===== config.mk =====
export PLATFORM = sky130hd
export DESIGN_NAME = wave_generator
export DESIGN_NICKNAME = d
export VERILOG_FILES = /design/src/rtl/wave_gen_pkg.sv /design/src/rtl/wave_step.sv /design/src/rtl/wave_generator.sv
export SDC_FILE = /design/constraint.sdc
export NUM_CORES = 1
export LEC_CHECK = 0
export BUFFER_PORTS_ARGS = -buffer_cell sky130_fd_sc_hd__buf_2
export CAP_MARGIN = 40
export CORE_MARGIN = 10
export CORE_UTILIZATION = 49
export CTS_CLUSTER_SIZE = 20
export DETAILED_ROUTE_END_ITERATION = 10
export HOLD_SLACK_MARGIN = 0.05
export PLACE_DENSITY = 0.65
export SYNTH_ARGS = -nofsm -noshare
export SYNTH_HDL_FRONTEND = slang
export SYNTH_SLANG_ARGS = --single-unit

===== constraint.sdc =====
create_clock -name clk -period 6.33 [get_ports clk]
set_clock_uncertainty 0.05 [all_clocks]
set_input_delay 0.3165 -clock clk [delete_from_list [all_inputs] [get_ports clk]]
set_output_delay 0.3165 -clock clk [all_outputs]
set_load 0.05 [all_outputs]

===== src/rtl/wave_gen_pkg.sv =====
// Shared types for the wave generator: waveform mode and counter direction encodings.
package wave_gen_pkg;

    typedef enum logic [1:0] {
        TRIANGLE = 2'b00,
        SAW_UP   = 2'b01,
        SAW_DOWN = 2'b10,
        SQUARE   = 2'b11
    } mode_t;

    typedef enum logic {
        DIR_DOWN = 1'b0,
        DIR_UP   = 1'b1
    } dir_t;

endpackage


===== src/rtl/wave_step.sv =====
// Next-state arithmetic for the wave counter: clamping at turn points and wrapping for sawtooth modes.
module wave_step
    import wave_gen_pkg::*;
#(
    parameter int N = 8
) (
    input  logic [N-1:0] count,
    input  logic [N-1:0] step,
    input  logic [N-1:0] lo,
    input  logic [N-1:0] hi,
    input  logic         dir_up,
    input  mode_t        mode,
    output logic [N-1:0] next_count,
    output logic         next_dir_up,
    output logic         wrap_event
);

    logic [N-1:0]        step_eff;
    logic [N:0]          sum;
    logic signed [N:0]   diff;
    logic signed [N:0]   lo_s;
    logic [N:0]          hi_x;

    // A zero step would stall the counter forever, so it advances by one instead.
    assign step_eff = (step == '0) ? N'(1) : step;
    assign sum      = {1'b0, count} + {1'b0, step_eff};
    assign diff     = $signed({1'b0, count}) - $signed({1'b0, step_eff});
    assign lo_s     = $signed({1'b0, lo});
    assign hi_x     = {1'b0, hi};

    always_comb begin
        next_count  = count;
        next_dir_up = dir_up;
        wrap_event  = 1'b0;
        if (lo >= hi) begin
            next_count = lo;
        end else begin
            case (mode)
                TRIANGLE, SQUARE: begin
                    if (dir_up) begin
                        if (sum >= hi_x) begin
                            next_count  = hi;
                            next_dir_up = DIR_DOWN;
                        end else begin
                            next_count = sum[N-1:0];
                        end
                    end else begin
                        if (diff <= lo_s) begin
                            next_count  = lo;
                            next_dir_up = DIR_UP;
                            wrap_event  = 1'b1;
                        end else begin
                            next_count = diff[N-1:0];
                        end
                    end
                end
                SAW_UP: begin
                    next_dir_up = DIR_UP;
                    if (sum > hi_x) begin
                        next_count = lo;
                        wrap_event = 1'b1;
                    end else begin
                        next_count = sum[N-1:0];
                    end
                end
                SAW_DOWN: begin
                    next_dir_up = DIR_DOWN;
                    if (diff < lo_s) begin
                        next_count = hi;
                        wrap_event = 1'b1;
                    end else begin
                        next_count = diff[N-1:0];
                    end
                end
                default: begin
                    next_count = count;
                end
            endcase
        end
    end

endmodule


===== src/rtl/wave_generator.sv =====
// Programmable triangle/sawtooth/square generator with shadowed bounds and a period-complete strobe.
module wave_generator
    import wave_gen_pkg::*;
#(
    parameter int N = 8
) (
    input  logic         clk,
    input  logic         rst,
    input  logic         ena,
    input  logic         cfg_load,
    input  logic [1:0]   cfg_mode,
    input  logic [N-1:0] cfg_lo,
    input  logic [N-1:0] cfg_hi,
    input  logic [N-1:0] cfg_step,
    output logic [N-1:0] out,
    output logic         dir_up,
    output logic         period
);

    mode_t        mode_q;
    logic [N-1:0] lo_q;
    logic [N-1:0] hi_q;
    logic [N-1:0] step_q;
    logic [N-1:0] count_q;
    logic         dir_up_q;
    logic         period_q;

    logic [N-1:0] next_count;
    logic         next_dir_up;
    logic         wrap_event;
    mode_t        cfg_mode_e;

    assign cfg_mode_e = mode_t'(cfg_mode);

    wave_step #(
        .N (N)
    ) u_step (
        .count       (count_q),
        .step        (step_q),
        .lo          (lo_q),
        .hi          (hi_q),
        .dir_up      (dir_up_q),
        .mode        (mode_q),
        .next_count  (next_count),
        .next_dir_up (next_dir_up),
        .wrap_event  (wrap_event)
    );

    // Defaults reproduce the legacy full-range triangle.
    always_ff @(posedge clk) begin
        if (rst) begin
            mode_q   <= TRIANGLE;
            lo_q     <= '0;
            hi_q     <= '1;
            step_q   <= N'(1);
            count_q  <= '0;
            dir_up_q <= DIR_UP;
            period_q <= 1'b0;
        end else if (cfg_load) begin
            mode_q   <= cfg_mode_e;
            lo_q     <= cfg_lo;
            hi_q     <= cfg_hi;
            step_q   <= cfg_step;
            count_q  <= (cfg_mode_e == SAW_DOWN) ? cfg_hi : cfg_lo;
            dir_up_q <= (cfg_mode_e != SAW_DOWN);
            period_q <= 1'b0;
        end else if (ena) begin
            count_q  <= next_count;
            dir_up_q <= next_dir_up;
            period_q <= wrap_event;
        end else begin
            period_q <= 1'b0;
        end
    end

    assign out    = (mode_q == SQUARE) ? (dir_up_q ? hi_q : lo_q) : count_q;
    assign dir_up = dir_up_q;
    assign period = period_q;

endmodule


== Word-level counts from Yosys, hierarchy flattened ==
Index checks and enable logic that the tools add are counted.
Operators by class
  $add $sub $neg: 2
  $lt $le $gt $ge: 5
  equality and inequality tests: 6
  multiplexer cells: 24
  bitwise operators: 1
  reduce and logical (&&, ||, !) cells: 6
Operator list (number)
  8-bit 2-to-1 mux: 12
  8-bit one-hot mux with 3 select lines: 1
  8-bit by 8-bit adder with 9-bit output: 1
  9-bit by 8-bit >= comparator with 1-bit output: 1
  9-bit by 8-bit greater-than comparator with 1-bit output: 1
  9-bit less-or-equal comparator: 1
  9-bit less-than comparator: 1
  1-bit 2-to-1 mux: 9
  8-bit by 8-bit subtractor with 9-bit output: 1
  8-bit >= comparator: 1
  8-bit logical NOT: 1
  2-bit == test, second input constant: 3
  1-bit one-hot mux with 3 select lines: 2
  2-bit != test, second input constant: 2
  4-bit OR reduction: 1
  2-bit by 1-bit == test with 1-bit output, second input constant: 1
  2-bit logical NOT: 1
  2-bit AND reduction: 1
  2-bit nonzero test: 1
  2-bit OR reduction: 1
  1-bit NOT: 1
Storage, ports and cells
  flip-flop bits (word level): 36
  bits of input ports: 30
  output and inout bits: 10
  logic and storage cells: 51

== Longest topological paths before layout ==
  word-level depth: 10
  depth in mapped cells: 19
  gate-level depth less buffers: 18

== Cells and area by module ==
A second synthesis with hierarchy kept.
Unflattened totals
  cells, all modules: 468
  area total of the unflattened synthesis: 3862.5 sq um
Modules (own cells, without submodules)
  wave_step: instances 1, cells an instance 294, area each 2197.1 sq um, seq. area each 0.0 sq um
  wave_generator: instances 1, cells an instance 174, area each 1665.3 sq um, seq. area each 720.7 sq um

== Worst setup path after synthesis ==
No wires, ideal clock.
  kind: reg-to-reg
  from: register step_q[4]
  to: register count_q[1]
  setup time: 0.100 ns
  arrival: 3.643 ns
  data required time: 6.180 ns
  setup slack: 2.537 ns
  cell stages (with the launch flop): 18
  path buffers: 0
  period minus slack after synthesis: 3.793 ns
  path through: dfxtp_1 -> nor4_1 -> a41o_1 -> ha_1 -> fa_1 -> nor2b_4 -> o21a_1 -> nor2_1 -> xnor2_1 -> ha_1 -> a21o_1 -> a2111oi_2 -> a21oi_1 -> o211a_1 -> a211o_1 -> nand4_1 -> a21boi_2 -> a2111oi_4
Between the ends
  cells in the longest elaborated chain, start to end: 10
  elaborated cells on any way between the ends: 17
  classes of those cells: add/sub: 2; order compare: 4; mux: 10; reduce/logical: 1
Ends and longest elaborated chain
  start, declared: line wave_generator.sv:23  | logic [N-1:0] step_q;
  start signal, assigned: line wave_generator.sv:63  | step_q <= cfg_step;
  8-bit logical NOT: line wave_step.sv:25  | assign step_eff = (step == '0) ? N'(1) : step;
  8-bit 2-to-1 mux (*): line wave_step.sv:25
  8-bit by 8-bit subtractor with 9-bit output / 8-bit by 8-bit adder with 9-bit output (equally long branches): line wave_step.sv:27, wave_step.sv:26
  9-bit less-or-equal comparator / 9-bit by 8-bit >= comparator with 1-bit output (equally long branches): line wave_step.sv:48, wave_step.sv:41
  8-bit 2-to-1 mux, on equally long branches: line wave_step.sv:48, wave_step.sv:41
  8-bit 2-to-1 mux: line wave_step.sv:40  | if (dir_up) begin
  8-bit one-hot mux with 3 select lines (*): line wave_step.sv:38  | case (mode)
  8-bit 2-to-1 mux (*): line wave_step.sv:35  | if (lo >= hi) begin
  8-bit 2-to-1 mux (*): line wave_generator.sv:67  | end else if (ena) begin
  8-bit 2-to-1 mux (*): line wave_generator.sv:59  | end else if (cfg_load) begin
  end signal, assigned: line wave_generator.sv:64  | count_q <= (cfg_mode_e == SAW_DOWN) ? cfg_hi : cfg_lo;
  end signal, assigned: line wave_generator.sv:68  | count_q <= next_count;
  end, declared: line wave_generator.sv:24  | logic [N-1:0] count_q;
Every way passes the cells marked *; elsewhere a longest branch is shown, timed or not. The select of a mux whose other input is x is not followed.
A chain may end at the register's enable or synchronous reset.

== Worst setup path after layout ==
Same ends and word-level chain as after synthesis.

==> metrics.csv <==
stage,metric,value,unit
setup_path,CP Launch Type,register,
global_routing,largest net degree at the start of global routing,48,
pwr,Peak supply drop,0.1743,mV
placement,Placer Congestion,0.9808,
timing,post-route clock period utilization,0.7296,
yosys,"EDFF count, synth",0,
finish,final core utilization,0.5453,
yosys,area share of the largest cell type after synthesis,0.1953,
finish,Layout area overhead,7.729,%
setup_path,worst reg-to-reg path cell count,18,
clock_network,CTS root buf,clkbuf_8,
yosys,Avg Inst Size Synth,7.989,um^2
clock_network,postcts setup bufs,0,
timing,final hold viol count,0,
detailed_routing,DRT Pass-1 Iters,5,
setup_path,r2r startpoint,step_q[4],
global_routing,GR Overflow Total,0,
yosys,Synth Register Bits,36,
timing,Slew Limit Fails,0,
setup_path,Reg2Reg Setup Slack,1.71,ns
finish,Nets,558,
run_status,status,completed,
setup_path,CP endpoint kind,register,
clock_network,CTS Sinks,36,
setup_path,Critical Path AT,4.73,ns
pwr,leak pwr,1.853,nW
global_routing,total track usage,0.2152,
yosys,Area contributors post-synth,"dfxtp_1 (20%), ha_1 (15%), mux2i_1 (9.8%)",
clock_network,worst skew pair latency,0.29,ns
yosys,top-count cell post-synth,nor2_1,
yosys,post-synthesis sequential area ratio,0.1953,
setup_path,CP Max Fanout,14,
timing,worst-margin pin slew,0.9092,ns
placement,placed cells,574,
placement,post-DP HPWL,9740,um
floorplanning,Die W,106.8,um
floorplanning,core area,7292,um^2
pwr,NetSw,504.4,uW
hold_path,Worst Hold Class,input pin to register,
pwr,switch share,0.4740,
job,max cap viols,0,
global_routing,vias in the first global route,3460,
hold_path,Hold Path End,step_q[0],
detailed_routing,ANT nets after route,0,
clock_network,clk buf depth,2,
yosys,Yosys warnings,0,
timing,"Min Clock Period, post-route",4.618,ns
yosys,"Distinct cells, synth",64,
finish,non-filler instance count after layout,582,
yosys,mapped cell area,3691,um^2
pwr,power per cell area,267.6,nW/um^2
yosys,Synthesized Nets,538,
clock_network,"Hold-fix buffers, CTS",0,
placement,PortBufs,39,
clock_network,H-tree Lvls,2,
detailed_routing,WL/cell,21.35,um
pwr,Seq pwr share,0.263,
yosys,Gate Count Post-Synth,462,
detailed_routing,total wire length,12430,um
detailed_routing,via/cell ratio,6.122,
timing,Setup TNS,0,ns
detailed_routing,1st-iter DRT viols,380,
floorplanning,Die Area,11400,um^2
timing,final setup fails,0,
floorplanning,Starting Density,0.5062,
finish,share of layout cells above drive strength 1,0.1387,
global_routing,initial antenna violation count,0,
detailed_routing,drc violations,0,
detailed_routing,via count,3563,
global_routing,first-pass GRT wire length,19410,um
pwr,Logic pwr share,0.579,
pwr,Internal,559.7,uW
clock_network,CTS-repair resized insts,0,
yosys,"top cells by count, synth","nor2_1 (51), ha_1 (44), nand2_1 (43), a21oi_1 (38), inv_1 (37)",
floorplanning,num ports,40,
timing,Slew Limit Headroom,0.3930,
pwr,power share of the clock group,0.158,
setup_path,reg2reg end,count_q[1],
yosys,"area leader, netlist",dfxtp_1,
finish,Antenna Cells,0,
clock_network,clock-pin slew on the worst setup and hold paths,0.08,ns
timing,RSZ-0062 raised after global routing,no,
hold_path,HP Start,cfg_step[0],
setup_path,CP Class,register to register,
floorplanning,Rows,31,
floorplanning,DIE HEIGHT,106.8,um
clock_network,CTS tree,built,
setup_path,CP required,6.44,ns
finish,Fill cells,748,
clock_network,Num CTS Buffers,5,
hold_path,worst hold path depth,3,
yosys,Post-synth top flop,dfxtp_1,
timing,Max Fclk,216.5,MHz
yosys,"FFs w/ async S/R, synth",0,
-- state kept, by name, indices dropped and copies added (netlist names) --
| signal | cells |
|---|---|
| lo_q | 8 |
| period | 1 |
| step_q | 8 |
| count_q | 8 |
| dir_up | 1 |
| mode_q | 2 |
| hi_q | 8 |
-- worst max path at each step --
stage | end | start | depth (start not counted) | slack (ns)
floorplan | count_q[1] | step_q[4] | 17 | 2.54
global placement | count_q[1] | step_q[4] | 18 | 1.87
detailed placement | count_q[1] | step_q[4] | 18 | 1.78
CTS | count_q[1] | step_q[4] | 18 | 1.73
global route | count_q[1] | step_q[4] | 18 | 1.22
finish | count_q[1] | step_q[4] | 18 | 1.71
-- critical path: stages (launching register included) --
cell       delay (ns)
dfxtp_1          0.35
nor4_1           0.29
a41o_1           0.26
ha_1             0.21
fa_1             0.22
nand2b_1         0.10
a221oi_2         0.27
nor2_1           0.08
o21bai_1         0.15
xnor2_1          0.19
ha_1             0.32
a22oi_1          0.19
o211ai_1         0.11
o21ai_0          0.31
nand3b_1         0.48
mux2_1           0.48
o22ai_1          0.14
and3_1           0.23
a2111oi_4        0.06
-- area by class of cell --
class | count | area [um^2] | share of cell area
multi-input combinational | 362 | 2705 | 0.6803
sequential | 36 | 720.7 | 0.1812
timing repair buffer | 40 | 202.7 | 0.05098
inverter | 37 | 138.9 | 0.03493
tap | 99 | 123.9 | 0.03115
clock buffer | 7 | 76.32 | 0.01919
clock inverter | 1 | 8.758 | 0.002203
-- stage by stage --
stage | cell area [um^2] | worst slack, ns | total power, mW | hold WS, ns
detailed placement | 3891 | 1.778 | 0.8855 | 0.4322
global placement | 3891 | 1.873 | 0.8792 | 0.4369
CTS | 3976 | 1.733 | 1.052 | 0.1920
floorplan | 3691 | 2.537 | 0.7322 | 0.3463
finish | 3976 | 1.712 | 1.064 | 0.1919
global route | 3976 | 1.215 | 1.134 | 0.2075
-- cell families (layout without fill, tap and decap cells) --
kind of cell / after synthesis / count (layout) / share of synthesized area
buf+inv: 64 / 85 / 0.07186
mux: 44 / 44 / 0.1220
fa+ha+maj: 46 / 46 / 0.1600
compound gates: 126 / 126 / 0.2583
simple gates: 135 / 135 / 0.1664
xor+xnor: 11 / 11 / 0.02610
flops: 36 / 36 / 0.1953
-- cell usage in the layout, fill, tap and decap left out, drive strengths merged, types with 3 or more instances in the layout --
master	n
mux2i	36
inv	37
nor2	51
a31oi	3
nand3	7
nand4	4
xnor2	6
xor2	5
a211oi	3
nor3	7
o211ai	18
nand3b	3
a21oi	38
mux2	8
nor2b	5
o2111a	3
a2111oi	5
o21a	6
o22ai	6
clkbuf	7
nand2b	5
o21ai	19
nand2	43
a221oi	3
a21o	3
buf	40
dfxtp	36
ha	44
o221ai	5
-- power by group through the flow --
stage | sequential (mW) | clock, mW | combinational [mW]
floorplan | 0.268 | 0 | 0.464
global route | 0.282 | 0.178 | 0.674
finish | 0.280 | 0.168 | 0.616
global placement | 0.284 | 0 | 0.595
CTS | 0.279 | 0.168 | 0.605
detailed placement | 0.284 | 0 | 0.601
-- layer usage --
layer  global-route usage  part of all wire
met5                    0                 0
met4              0.05996             0.021
met3              0.03353             0.093
met2               0.3213              0.44
met1               0.3103              0.45
Note: power is estimated with default switching activity, not from simulation.
